$ cat config.mk
export PLATFORM = sky130hd
export DESIGN_NAME = hls_deadlock_persist_monitor
export DESIGN_NICKNAME = d
export VERILOG_FILES = /design/src/rtl/hls_deadlock_persist_monitor.sv
export SDC_FILE = /design/constraint.sdc
export NUM_CORES = 1
export LEC_CHECK = 0
export BUFFER_PORTS_ARGS = -buffer_cell sky130_fd_sc_hd__clkbuf_2
export CAP_MARGIN = 20
export CORE_AREA = 2 2 50 52
export CTS_CLUSTER_SIZE = 20
export DETAILED_ROUTE_END_ITERATION = 12
export DIE_AREA = 0 0 52 54
export GPL_ROUTABILITY_DRIVEN = 0
export PLACE_DENSITY_LB_ADDON = 0.12
export SLEW_MARGIN = 20
export SYNTH_ARGS = -nofsm -noshare
export SYNTH_HDL_FRONTEND = slang
export SYNTH_SLANG_ARGS = --single-unit
$ cat constraint.sdc
create_clock -name clock -period 5.99 [get_ports clock]
set_clock_uncertainty 0.15 [all_clocks]
set_input_delay 0.8985 -clock clock [delete_from_list [all_inputs] [get_ports clock]]
set_output_delay 0.8985 -clock clock [all_outputs]
set_load 0.05 [all_outputs]
$ cat src/rtl/hls_deadlock_persist_monitor.sv
// -----------------------------------------------------------------------------
// hls_deadlock_persist_monitor
//
// Deadlock monitor for an HLS dataflow region.
//
// A channel counts as blocked only when its AXIS stall is asserted, the
// owning process is not idle, and the runtime mask enables it. Any child
// instance block input also counts. That combined "raw" block condition
// must hold for THRESH consecutive cycles before the monitor declares
// deadlock. At onset the monitor records the lowest blocking channel, and it
// counts how many times it has entered the locked state.
//
// Ports
//   clock            clock
//   reset            synchronous, active-high reset (clears everything)
//   axis_block_sigs  [N_AXIS] per-channel AXIS stall (full/empty)
//   inst_idle_sigs   [N_AXIS] per-channel owning-process idle (masks stall)
//   inst_block_sigs  [N_INST] block outputs of child monitors
//   chan_mask        [N_AXIS] 1 = channel monitored
//   clear            synchronous clear of lock state, pcnt and first_chan
//   block            registered deadlock flag
//   first_chan       [IDX_W] lowest blocking channel at onset;
//                            N_AXIS means the block came from instances only
//   lock_count       [8] number of entries into LOCKED, saturating at 255
//
// Configuration macro
//   DEADLOCK_MONITOR_STICKY_EN : when defined, LOCKED is left only through
//                                clear or reset. When undefined (default),
//                                LOCKED falls back to IDLE as soon as raw
//                                drops.
// -----------------------------------------------------------------------------
module hls_deadlock_persist_monitor #(
  parameter int N_AXIS = 7,
  parameter int N_INST = 1,
  parameter int THRESH = 16
) (
  input  logic                              clock,
  input  logic                              reset,
  input  logic [N_AXIS-1:0]                 axis_block_sigs,
  input  logic [N_AXIS-1:0]                 inst_idle_sigs,
  input  logic [N_INST-1:0]                 inst_block_sigs,
  input  logic [N_AXIS-1:0]                 chan_mask,
  input  logic                              clear,
  output logic                              block,
  output logic [$clog2(N_AXIS+1)-1:0]       first_chan,
  output logic [7:0]                        lock_count
);

  localparam int IDX_W  = $clog2(N_AXIS + 1);
  localparam int PCNT_W = $clog2(THRESH + 1);

  typedef enum logic [1:0] {
    S_IDLE    = 2'd0,
    S_SUSPECT = 2'd1,
    S_LOCKED  = 2'd2
  } state_t;

  state_t              state_q, state_d;
  logic [PCNT_W-1:0]   pcnt_q, pcnt_d;
  logic [IDX_W-1:0]    first_q, first_d;
  logic [7:0]          cnt_q, cnt_d;
  logic                block_q, block_d;

  logic [N_AXIS-1:0]   qual_axis;
  logic                raw;
  logic [IDX_W-1:0]    low_idx;
  logic                enter_lock;

  // Combinational block condition; mask changes act in the same cycle.
  assign qual_axis = axis_block_sigs & ~inst_idle_sigs & chan_mask;
  assign raw       = (|qual_axis) | (|inst_block_sigs);

  // Lowest qualified channel; N_AXIS when only instance inputs block.
  always_comb begin
    low_idx = IDX_W'(N_AXIS);
    for (int i = N_AXIS - 1; i >= 0; i--) begin
      if (qual_axis[i]) begin
        low_idx = IDX_W'(i);
      end
    end
  end

  always_comb begin
    state_d    = state_q;
    pcnt_d     = pcnt_q;
    first_d    = first_q;
    cnt_d      = cnt_q;
    enter_lock = 1'b0;

    case (state_q)
      S_IDLE: begin
        if (raw) begin
          first_d = low_idx;
          if (THRESH == 1) begin
            state_d    = S_LOCKED;
            enter_lock = 1'b1;
          end else begin
            state_d = S_SUSPECT;
            pcnt_d  = PCNT_W'(1);
          end
        end
      end
      S_SUSPECT: begin
        if (!raw) begin
          state_d = S_IDLE;
          pcnt_d  = '0;
        end else begin
          pcnt_d = pcnt_q + PCNT_W'(1);
          if (pcnt_q == PCNT_W'(THRESH - 1)) begin
            state_d    = S_LOCKED;
            enter_lock = 1'b1;
          end
        end
      end
      S_LOCKED: begin
`ifdef DEADLOCK_MONITOR_STICKY_EN
        state_d = S_LOCKED;
`else
        if (!raw) begin
          state_d = S_IDLE;
          pcnt_d  = '0;
        end
`endif
      end
      default: begin
        state_d = S_IDLE;
        pcnt_d  = '0;
      end
    endcase

    if (enter_lock && (cnt_q != 8'hFF)) begin
      cnt_d = cnt_q + 8'd1;
    end

    // Clear overrides any same-cycle threshold event, so no lock is counted.
    if (clear) begin
      state_d = S_IDLE;
      pcnt_d  = '0;
      first_d = '0;
      cnt_d   = cnt_q;
    end

    block_d = (state_d == S_LOCKED);
  end

  always_ff @(posedge clock) begin
    if (reset) begin
      state_q <= S_IDLE;
      pcnt_q  <= '0;
      first_q <= '0;
      cnt_q   <= '0;
      block_q <= 1'b0;
    end else begin
      state_q <= state_d;
      pcnt_q  <= pcnt_d;
      first_q <= first_d;
      cnt_q   <= cnt_d;
      block_q <= block_d;
    end
  end

  assign block      = block_q;
  assign first_chan = first_q;
  assign lock_count = cnt_q;

endmodule

======== Word level (Yosys, flattened, before mapping) ========
Index checks and enable logic that the tools add are counted.
word-level totals
  register bits ........................... 19
  bits in latches ......................... 0
  memory bits (writable) .................. 0
  bits in read-only memories .............. 0
  bits of input ports ..................... 25
  output and inout bits ................... 12
  memories kept ........................... 0
operators by class
  add/sub/neg operators ................... 2
  multipliers ............................. 0
  divide/modulo/power cells ............... 0
  order comparisons ....................... 0
  equal/unequal tests ..................... 7
  shift operators ......................... 0
  multiplexer cells ....................... 20
  bitwise gates (word level) .............. 5
  reductions and logical operators ........ 7
operator list
  kind                                                                   number
  3-bit two-way mux                                                      5
  5-bit two-way mux                                                      3
  5-bit case mux with 3 select lines                                     1
  7-bit bitwise AND                                                      2
  2-bit two-way mux                                                      6
  8-bit by 1-bit adder with 8-bit output, second input constant          1
  8-bit inequality test, second input constant                           1
  7-bit inverter                                                         1
  7-bit OR reduction                                                     1
  2-bit case mux with 3 select lines                                     1
  2-bit AND reduction                                                    3
  5-bit by 1-bit adder with 5-bit output, second input constant          1
  5-bit by 4-bit equality test with 1-bit output, second input constant  1
  2-bit equality test, second input constant                             2
  1-bit two-way mux                                                      4
  2-bit inequality test, second input constant                           2
  2-bit by 1-bit equality test with 1-bit output, second input constant  1
  2-bit logical NOT                                                      1
  2-bit OR reduction                                                     1
  1-bit logical AND                                                      1
  1-bit inverter                                                         1
  1-bit bitwise OR                                                       1

======== Depth between registers and ports, before layout ========
Gate-level depths: netlist of run 1.
  depth after elaboration ................. 10
  mapped depth ............................ 8
  depth with buffers taken out ............ 8

======== Worst setup path after synthesis of run 1 ========
Ideal clock, no wire load.
  path kind ............................... in2reg
  from .................................... input inst_idle_sigs[2]
  to ...................................... register cnt_q[3] (netlist: lock_count[3])
  setup time .............................. 0.123 ns
  data arrival time ....................... 2.210 ns
  data required time ...................... 5.717 ns
  path slack .............................. 3.507 ns
  stages .................................. 6
  buffers on the path ..................... 1
  cells stage by stage .................... and3b_1 -> nor4_4 -> and3_1 -> buf_6 -> nor4b_1 -> mux2_1
on the way
  cells in the longest elaborated chain, start to end .. 9
ends and longest elaborated chain
  item                                  RTL line  source
  start: declaration                    40        input logic [N_AXIS-1:0] inst_idle_sigs,
  7-bit inverter                        70        assign qual_axis = axis_block_sigs & ~inst_idle_sigs & chan_mask;
  7-bit bitwise AND (2 in series)       70
  7-bit OR reduction                    71        assign raw = (|qual_axis) | (|inst_block_sigs);
  1-bit bitwise OR                      71
  1-bit two-way mux                     104       if (!raw) begin
  1-bit two-way mux                     90        case (state_q)
  1-bit logical AND                     131       if (enter_lock && (cnt_q != 8'hFF)) begin
  2-bit AND reduction (no source line)  n/a
  end signal: assignment                157       cnt_q <= cnt_d;
  end: declaration                      61        logic [7:0] cnt_q, cnt_d;
Every way passes these cells.
A chain may end at the register's enable or synchronous reset.

======== Worst setup path after layout of run 1 ========
  from .................................... input chan_mask[2]
  to ...................................... register cnt_q[5] (netlist: lock_count[5])
on the way
  cells in the longest elaborated chain, start to end .. 7
ends and longest elaborated chain
  item                                  RTL line  source
  start: declaration                    42        input logic [N_AXIS-1:0] chan_mask,
  7-bit bitwise AND                     70
  7-bit OR reduction                    71
  1-bit bitwise OR                      71
  1-bit two-way mux                     104
  1-bit two-way mux                     90
  1-bit logical AND                     131
  2-bit AND reduction (no source line)  n/a
Every way passes these cells.

==> qor.csv, run 1 <==
metric;value;unit
status;completed;
die footprint;2810;µm²
Critical Path Source Type;input port;
Cell variety after synth;42;
min cycle time layout;2.69;ns
via/cell ratio;5.67;
CP Cell Sequence;clkbuf_2 > and3b_1 > nor4_4 > and3_1 > nor4_1 > mux2_1;
Final Setup Violations;0;
Synth-to-Final Area Change;18.1;%
YS warnings;0;
hold_buf cts;0;
vias in the first global route;1041;
Die H;54;µm
measured slew at the worst slew-check pin;0.720;ns
Yosys reg bits;19;
Post-Layout Cell Count;198;
H-tree depth;1;
Pwr Density;175;nW/µm²
crit path max-delay cell type;and3_1;
syn_nets;162;
worst-path maximum fanout;20;
maximum clock path buffer count;2;
WP data arrival;2.74;ns
type of the most critical hold path;reg2reg;
cell area after synthesis;1140;µm²
number of buffers inserted by port buffering;36;
initial antenna violation count;0;
Gate Count Post-Synth;134;
largest net degree at the start of global routing;21;
share of cells above drive strength 1;0.262;
number of antenna diodes;0;
Max VDD drop;0.148;mV
post-CTS setup-driven buffer insertion count;0;
Detail Placement HPWL;2010;µm
fin crit share;0.449;
DR WL/cell;13.5;µm
Nets;197;
initial DRC count;24;
final hold vios;0;
row cnt;18;
post-route ant nets;0;
Core Footprint;2320;µm²
CP Capture Type;flip-flop;
Max Cap Viol;0;
Num Clock Sinks;19;
Fin Hold WS;0.334;ns
first-pass GRT wire length;4360;µm
Clk pin slew, worst setup/hold paths;0.12;ns
RSZ-0062 raised after global routing;no;
CTS tree;yes;
Slew HR;0.520;
max incr delay on CP;0.69;ns
Detailed Routing Iterations Pass 1;4;
Root Buffer;clkbuf_4;
worst hold path cell count;2;
Filler Cell Count;235;
FMAX;372;MHz
Leakage;0.540;nW
crit path kind;in2reg;
Req. time, crit path;6.04;ns
placed cells;194;
# resized after CTS;0;
Max Slew Vio Count;0;
io pins;37;
initial core utilization;0.493;
DR vias;1122;
Clock Latency Late Sink;0.30;ns
drt total wl;2670;µm
total power draw;0.237;mW
grt total ovfl;0;
cts bufs inserted;3;
R2R cell count;7;
total track usage;0.207;
Residual DRC;0;
width of the die;52;µm
setup_tns;0;ns
Seq/Total Area, Yosys;0.333;
Syn Area/Cell;8.53;µm²
## path summary, 6_finish.rpt
check                startpoint       endpoint  slack [ns]
setup reg to reg      pcnt_q[1]  lock_count[3]        3.60
hold reg to reg   first_chan[0]  first_chan[0]        0.33
setup / recovery   chan_mask[2]  lock_count[5]        3.30
hold / removal    first_chan[0]  first_chan[0]        0.33
## registers in the layout, summed over array words and instances, names as in the netlist
| name | count |
|---|---|
| block | 1 |
| first_chan | 3 |
| lock_count | 8 |
| pcnt_q | 5 |
| state_q | 2 |
## layout make-up
cell class / count / area [µm²] / share of cell area
well taps: 30 / 37.5 / 0.0278
flip-flops and latches: 19 / 380 / 0.282
multi-input cells: 107 / 718 / 0.532
inverters: 2 / 7.51 / 0.00556
repair buffers: 36 / 180 / 0.133
clock buffers: 4 / 26.3 / 0.0195
## layer usage
| metal | share of wire | vias to the layer above | global-route usage |
|---|---|---|---|
| li1 | - | 583 | - |
| met1 | 0.48 | 520 | 0.250 |
| met2 | 0.48 | 17 | 0.361 |
| met3 | 0.026 | 2 | 0.0417 |
| met4 | 0.011 | 0 | 0.0789 |
| met5 | 0 | - | 0 |
## power by group
part / switching [mW] / total (mW) / internal [mW]
clock network: 0.0413 / 0.0672 / 0.0259
logic: 0.0229 / 0.0381 / 0.0152
registers: 0.00286 / 0.131 / 0.129
total: 0.0670 / 0.237 / 0.170
## cells in the final DEF, fill, tap and decap left out, drive strengths merged, types with 3 or more instances in the layout
| master | count |
|---|---|
| a21oi | 8 |
| and3 | 3 |
| and3b | 3 |
| clkbuf | 40 |
| dfxtp | 19 |
| ha | 3 |
| mux2 | 3 |
| nand2 | 10 |
| nand2b | 3 |
| nand3 | 8 |
| nand3b | 5 |
| nand4 | 3 |
| nor2 | 9 |
| nor2b | 7 |
| nor3 | 5 |
| nor4 | 4 |
| nor4b | 3 |
| o31ai | 6 |
## worst max-delay path: cells and delay by family
kind	cells	cell delay [ns]
buffers and inverters	1	0.08
muxes	1	0.34
and+or+nand+nor	4	1.42
## metrics by stage
step / utilization / setup WS, ns / cell area, µm²
floorplan: - / 3.51 / 1140
global placement: 0.571 / 3.05 / 1320
detailed placement: 0.571 / 2.98 / 1320
CTS: 0.582 / 3.31 / 1350
global route: 0.582 / 3.18 / 1350
finish: 0.582 / 3.30 / 1350
## kinds of logic (layout without fill, tap and decap cells)
| kind of cell | count (synthesis) | after routing | share of synthesized area |
|---|---|---|---|
| xor+xnor | 1 | 1 | 0.00766 |
| simple gates | 69 | 69 | 0.364 |
| mux | 5 | 5 | 0.0470 |
| compound gates | 29 | 29 | 0.176 |
| fa+ha+maj | 3 | 3 | 0.0328 |
| flops | 19 | 19 | 0.333 |
| buf+inv | 8 | 42 | 0.0394 |
## synthesized netlist by cell type
cell,instances,area share
or2_2,2,0.011
nand4_1,3,0.016
nor3_1,4,0.018
o21a_1,1,0.0066
a31oi_1,2,0.011
nand3_1,8,0.035
o41ai_1,2,0.015
mux2_1,3,0.030
nor4_4,1,0.019
and2_1,1,0.0055
a211oi_1,2,0.013
or4_1,1,0.0066
inv_1,2,0.0066
o31ai_1,6,0.039
and3_1,3,0.016
a21boi_1,1,0.0066
o21ai_0,1,0.0044
nand2_1,10,0.033
a41oi_1,1,0.0077
o211ai_1,1,0.0066
o2111ai_1,1,0.0077
dfxtp_1,19,0.33
nand2b_1,3,0.016
or3_1,1,0.0055
and3b_4,1,0.011
nor4_1,3,0.016
o31a_1,1,0.0077
a221oi_1,1,0.0077
nand4b_1,1,0.0077
clkbuf_1,4,0.013
nand3b_1,5,0.033
nor2_1,9,0.030
ha_1,3,0.033
xnor2_1,1,0.0077
nor3_2,1,0.0088
and3b_1,2,0.015
buf_6,2,0.020
nor4b_1,3,0.023
a2111oi_0,1,0.0077
mux2i_1,2,0.018
nor2b_1,7,0.038
a21oi_1,8,0.035
Power figures use the tool's default switching activity.
==> inputs of run 2 (changes only) <==
--- a/config.mk
+++ b/config.mk
@@ -7,10 +7,10 @@
 export LEC_CHECK = 0
 export BUFFER_PORTS_ARGS = -buffer_cell sky130_fd_sc_hd__clkbuf_2
 export CAP_MARGIN = 20
-export CORE_AREA = 2 2 50 52
+export CORE_AREA = 2 2 52 54
 export CTS_CLUSTER_SIZE = 20
 export DETAILED_ROUTE_END_ITERATION = 12
-export DIE_AREA = 0 0 52 54
+export DIE_AREA = 0 0 54 56
 export GPL_ROUTABILITY_DRIVEN = 0
 export PLACE_DENSITY_LB_ADDON = 0.12
 export SLEW_MARGIN = 20
==> constraint.sdc (replaced) <==
create_clock -name clock -period 2.8 [get_ports clock]
set_clock_uncertainty 0.15 [all_clocks]
set_input_delay 0.42 -clock clock [delete_from_list [all_inputs] [get_ports clock]]
set_output_delay 0.42 -clock clock [all_outputs]
set_load 0.05 [all_outputs]
==> qor.csv, run 2 (synthesis gave the netlist of run 1 again) <==
metric;value;unit;change
status;completed;;
number of buffers inserted by port buffering;36;;unchanged
most numerous cell on the critical path;ha_1;;
vias in the first global route;1111;;+6.7%
CP Capture Type;flip-flop;;
DR vias;1172;;+4.5%
max incr delay on CP;0.40;ns;-0.29 ns
initial antenna violation count;0;;unchanged
Int Power;0.364;mW;+110%
Detailed Routing Iterations Pass 1;4;;unchanged
crit path max-delay cell type;dfxtp_1;;
cts bufs inserted;3;;unchanged
fin crit share;0.839;;
FMAX;426;MHz;
DR WL/cell;13.2;µm;-1.8%
Slew HR;0.618;;+0.0984
Pwr Density;374;nW/µm²;+110%
first-pass GRT wire length;4550;µm;+4.4%
Residual DRC;0;;unchanged
Max Slew Vio Count;0;;unchanged
io pins;37;;unchanged
Switch Pwr;0.148;mW;+120%
Core Footprint;2430;µm²;+4.9%
Clk pin slew, worst setup/hold paths;0.12;ns;about the same
placed cells;196;;+1.0%
Critical Path Source Type;flip-flop;;
maximum clock path buffer count;2;;unchanged
most common cell after layout, fill and taps aside;clkbuf_2;;
Sequential Power Share;0.544;;-0.011
Clock Latency Late Sink;0.31;ns;about the same
total track usage;0.197;;-0.00925
Switching Share;0.289;;+0.00613
min cycle time layout;2.35;ns;
setup_tns;0;ns;unchanged
die footprint;3020;µm²;+7.7%
Num Clock Sinks;19;;unchanged
Leakage;0.553;nW;+2.4%
post-CTS setup-driven buffer insertion count;0;;unchanged
H-tree depth;1;;unchanged
share of cells above drive strength 1;0.276;;+0.0146
Die H;56;µm;+3.7%
largest net degree at the start of global routing;16;;-24%
Final Setup Violations;0;;unchanged
worst-path maximum fanout;5;;-75%
CTS tree;yes;;
WP data arrival;2.40;ns;-0.34 ns
Max Cap Viol;0;;unchanged
post-route ant nets;0;;unchanged
hold_buf cts;0;;unchanged
via/cell ratio;5.86;;+3.4%
Largest register FFs;8;;unchanged
Post-Layout Cell Count;200;;+1.0%
grt total ovfl;0;;unchanged
RSZ-0062 raised after global routing;no;;
CP Cell Sequence;ha_1 > and3_1 > ha_1 > nor2b_1 > o21ai_0 > nor4b_1 > mux2_1;;
Comb pwr share;0.172;;+0.011
total placed instance area;1340;µm²;+1.1%
row cnt;18;;unchanged
# resized after CTS;0;;unchanged
Synth-to-Final Area Change;19.5;%;
Nets;199;;+1.0%
drt total wl;2640;µm;-0.83%
Max VDD drop;0.240;mV;+62%
Root Buffer;clkbuf_4;;
initial DRC count;21;;-13%
number of antenna diodes;0;;unchanged
measured slew at the worst slew-check pin;0.566;ns;-0.154 ns
initial core utilization;0.470;;-0.0228
crit path kind;reg2reg;;
Req. time, crit path;2.85;ns;-3.19 ns
PnR worst setup slack;0.450;ns;-2.85 ns
Clock Power Share;0.285;;about the same
Detail Placement HPWL;2030;µm;+0.73%
most frequent cells in the layout;clkbuf_2 (36), dfxtp_1 (19), nand2_1 (10), nor2_1 (9);;
width of the die;54;µm;+3.8%
type of the most critical hold path;in2reg;;
design area;1370;µm²;+1.2%
Setup WS pre-CTS;0.466;ns;-2.52 ns
final hold vios;0;;unchanged
## run 2: critical path, delay by kind of cell, from the launching register on
family | cells | cell delay [ns]
and+or+nand+nor | 3 | 0.70
DFF | 1 | 0.40
adders and majority gates | 2 | 0.39
muxes | 1 | 0.36
AOI/OAI and AO/OA | 1 | 0.23
## run 2: final cells by class
type | count | area (µm²)
fill | 235 | 1070
inverter | 2 | 7.51
tap | 30 | 37.5
timing repair buffer | 38 | 195
clock inverter | 1 | 5.00
multi-input combinational | 107 | 718
sequential | 19 | 380
clock buffer | 3 | 22.5
## run 2: power by group through the flow
| stage | clock (mW) | sequential (mW) | combinational (mW) |
|---|---|---|---|
| final | 0.146 | 0.278 | 0.0879 |
| after global routing | 0.162 | 0.279 | 0.0973 |
| after CTS | 0.147 | 0.278 | 0.0883 |
| after detailed placement | 0 | 0.284 | 0.0882 |
| after global placement | 0 | 0.284 | 0.0868 |
| after floorplan | 0 | 0.294 | 0.0497 |
## run 2: path summary, 6_finish.rpt
kind | cells after the start | slack, ns | end | from
max | 7 | 0.45 | lock_count[3] | pcnt_q[0]
min | 3 | 0.29 | pcnt_q[2] | clear
max reg2reg | 7 | 0.45 | lock_count[3] | pcnt_q[0]
min reg2reg | 2 | 0.33 | first_chan[0] | first_chan[0]
## run 2: metal layers
layer  up-vias  track usage  part of all wire
li1        582            -                 -
met1       524        0.246              0.43
met2        57        0.312              0.46
met3         9       0.0349             0.078
met4         0        0.107             0.030
met5         -            0                 0
## run 2: per-stage QoR
step / hold WS [ns] / power (mW) / utilization
floorplan: 0.308 / 0.343 / -
global placement: 0.319 / 0.371 / 0.550
detailed placement: 0.314 / 0.372 / 0.550
CTS: 0.278 / 0.514 / 0.562
global route: 0.282 / 0.538 / 0.562
finish: 0.287 / 0.512 / 0.562
==> inputs of run 3 (changes only) <==
--- a/config.mk
+++ b/config.mk
@@ -7,10 +7,10 @@
 export LEC_CHECK = 0
 export BUFFER_PORTS_ARGS = -buffer_cell sky130_fd_sc_hd__clkbuf_2
 export CAP_MARGIN = 20
-export CORE_AREA = 2 2 52 54
+export CORE_AREA = 2 2 54 56
 export CTS_CLUSTER_SIZE = 20
 export DETAILED_ROUTE_END_ITERATION = 12
-export DIE_AREA = 0 0 54 56
+export DIE_AREA = 0 0 56 58
 export GPL_ROUTABILITY_DRIVEN = 0
 export PLACE_DENSITY_LB_ADDON = 0.12
 export SLEW_MARGIN = 20
==> constraint.sdc (replaced) <==
create_clock -name clock -period 2 [get_ports clock]
set_clock_uncertainty 0.15 [all_clocks]
set_input_delay 0.3 -clock clock [delete_from_list [all_inputs] [get_ports clock]]
set_output_delay 0.3 -clock clock [all_outputs]
set_load 0.05 [all_outputs]
==> qor.csv, run 3 (synthesis gave the netlist of run 1 again) <==
metric;value;unit;change
most common cell after layout, fill and taps aside;clkbuf_2;;
reg2reg setup slack;0.04;ns;-0.41 ns
crit path max-delay cell type;dfxtp_2;;
most frequent cells in the layout;clkbuf_2 (36), buf_4 (25), dfxtp_1 (17), nand2_1 (10), nor2_1 (9);;
startpoint of the worst hold path;reset;;
Req. time, crit path;2.05;ns;-0.80 ns
R2R cell count;7;;unchanged
initial core utilization;0.430;;-0.0407
Root Buffer;clkbuf_4;;
Nets;222;;+12%
grt total ovfl;0;;unchanged
Max VDD drop;0.370;mV;+54%
Post-Layout Cell Count;224;;+12%
CTS tree;yes;;
Clock Latency Late Sink;0.30;ns;about the same
via/cell ratio;5.66;;-3.5%
most numerous cell on the critical path;ha_4;;
row cnt;19;;+1
post-route ant nets;0;;unchanged
CP Cell Sequence;ha_4 > and3_4 > ha_4 > nor2b_4 > o21ai_4 > nor4b_4 > mux2_4;;
PnR worst setup slack;0.0421;ns;-0.408 ns
Clk pin slew, worst setup/hold paths;0.11;ns;about the same
final hold vios;0;;unchanged
total power draw;0.736;mW;+44%
critical path's top delay family;simple AND/OR/NAND/NOR gates;;
RSZ-0062 raised after global routing;yes;;
total track usage;0.185;;-0.0125
DR vias;1267;;+8.1%
DR WL/cell;13.6;µm;+2.6%
crit path kind;reg2reg;;
initial DRC count;56;;+170%
Residual DRC;0;;unchanged
Max Slew Vio Count;0;;unchanged
share of cells above drive strength 1;0.425;;+0.148
Leakage;0.672;nW;+22%
post-layout util;0.615;;+0.0534
Num Clock Sinks;19;;unchanged
WHS Endpoint;lock_count[6];;
maximum clock path buffer count;2;;unchanged
setup_tns;0;ns;unchanged
measured slew at the worst slew-check pin;0.381;ns;-0.185 ns
type of the most critical hold path;in2reg;;
CP Capture Type;flip-flop;;
number of antenna diodes;0;;unchanged
placed cells;217;;+11%
width of the die;56;µm;+3.7%
Critical Path Source Type;flip-flop;;
Setup WS pre-CTS;-0.0860;ns;-0.552 ns
initial antenna violation count;0;;unchanged
max incr delay on CP;0.37;ns;-0.03 ns
worst-path maximum fanout;4;;-1
Worst R2R Start;pcnt_q[1];;
Synth-to-Final Area Change;43.2;%;
min cycle time layout;1.96;ns;-0.392 ns
WP data arrival;2.01;ns;-0.39 ns
status;completed;;
Slew HR;0.746;;+0.127
first-pass GRT wire length;4830;µm;+6.1%
Detailed Routing Iterations Pass 1;5;;+1
io pins;37;;unchanged
Pwr Density;449;nW/µm²;+20%
die footprint;3250;µm²;+7.4%
WP buf/inv;0;;unchanged
Largest register FFs;8;;unchanged
number of buffers inserted by port buffering;36;;unchanged
FMAX;511;MHz;+20%
vias in the first global route;1152;;+3.7%
worst hold path cell count;3;;unchanged
Die H;58;µm;+3.6%
Core Footprint;2660;µm²;+9.5%
hold_buf cts;0;;unchanged
Detail Placement HPWL;2260;µm;+12%
Max Cap Viol;0;;unchanged
largest net degree at the start of global routing;15;;-1
Worst R2R End;lock_count[3];;
drt total wl;3040;µm;+15%
H-tree depth;1;;unchanged
fin crit share;0.979;;+0.140
cts bufs inserted;3;;unchanged
Final Setup Violations;0;;unchanged
-- run 3: cell type report --
type,count,area (µm²)
Timing Repair Buffer,61,368
Tap cell,31,38.8
Multi-Input combinational cell,107,815
Clock buffer,4,26.3
Fill cell,254,1020
Sequential cell,19,383
Inverter,2,7.51
-- run 3: what timing repair did --
action / CTS / global route
endpoints found under the setup margin: 6 / 8
buffers inserted: 0 / 3
pin swaps: 1 / 2
resized for setup: 3 / 14
-- run 3: per-stage QoR --
stage                     hold WS, ns  cell area, µm²
after floorplan                 0.308            1150
after global placement          0.333            1500
after detailed placement        0.325            1500
after CTS                       0.186            1540
after global routing            0.212            1640
final                           0.210            1640
-- run 3: per-layer routing --
| layer | part of all wire | GRT usage | up-vias |
|---|---|---|---|
| met5 | 0 | 0 | - |
| met4 | 0.0046 | 0.0748 | 0 |
| met3 | 0.060 | 0.0290 | 2 |
| met2 | 0.48 | 0.299 | 50 |
| met1 | 0.46 | 0.249 | 585 |
| li1 | - | - | 630 |
-- run 3: how the worst max path moves through the flow --
stage / from / to / slack [ns] / cells after the start
finish: pcnt_q[1] / lock_count[3] / 0.04 / 7
detailed placement: inst_idle_sigs[3] / pcnt_q[2] / -0.09 / 7
CTS: pcnt_q[1] / lock_count[6] / -0.009 / 8
global route: pcnt_q[1] / lock_count[7] / -0.04 / 8
floorplan: lock_count[2] / lock_count[7] / -0.0005 / 4
global placement: inst_idle_sigs[3] / pcnt_q[2] / -0.03 / 7
-- run 3: power breakdown --
group / internal (mW) / switching (mW)
Combinational: 0.0645 / 0.0814
Clock: 0.0776 / 0.122
Sequential: 0.385 / 0.00431
-- run 3: tightest hold or removal path, stage by stage --
cell      delay, ns
clkbuf_2       0.09
buf_4          0.18
a21oi_1        0.05
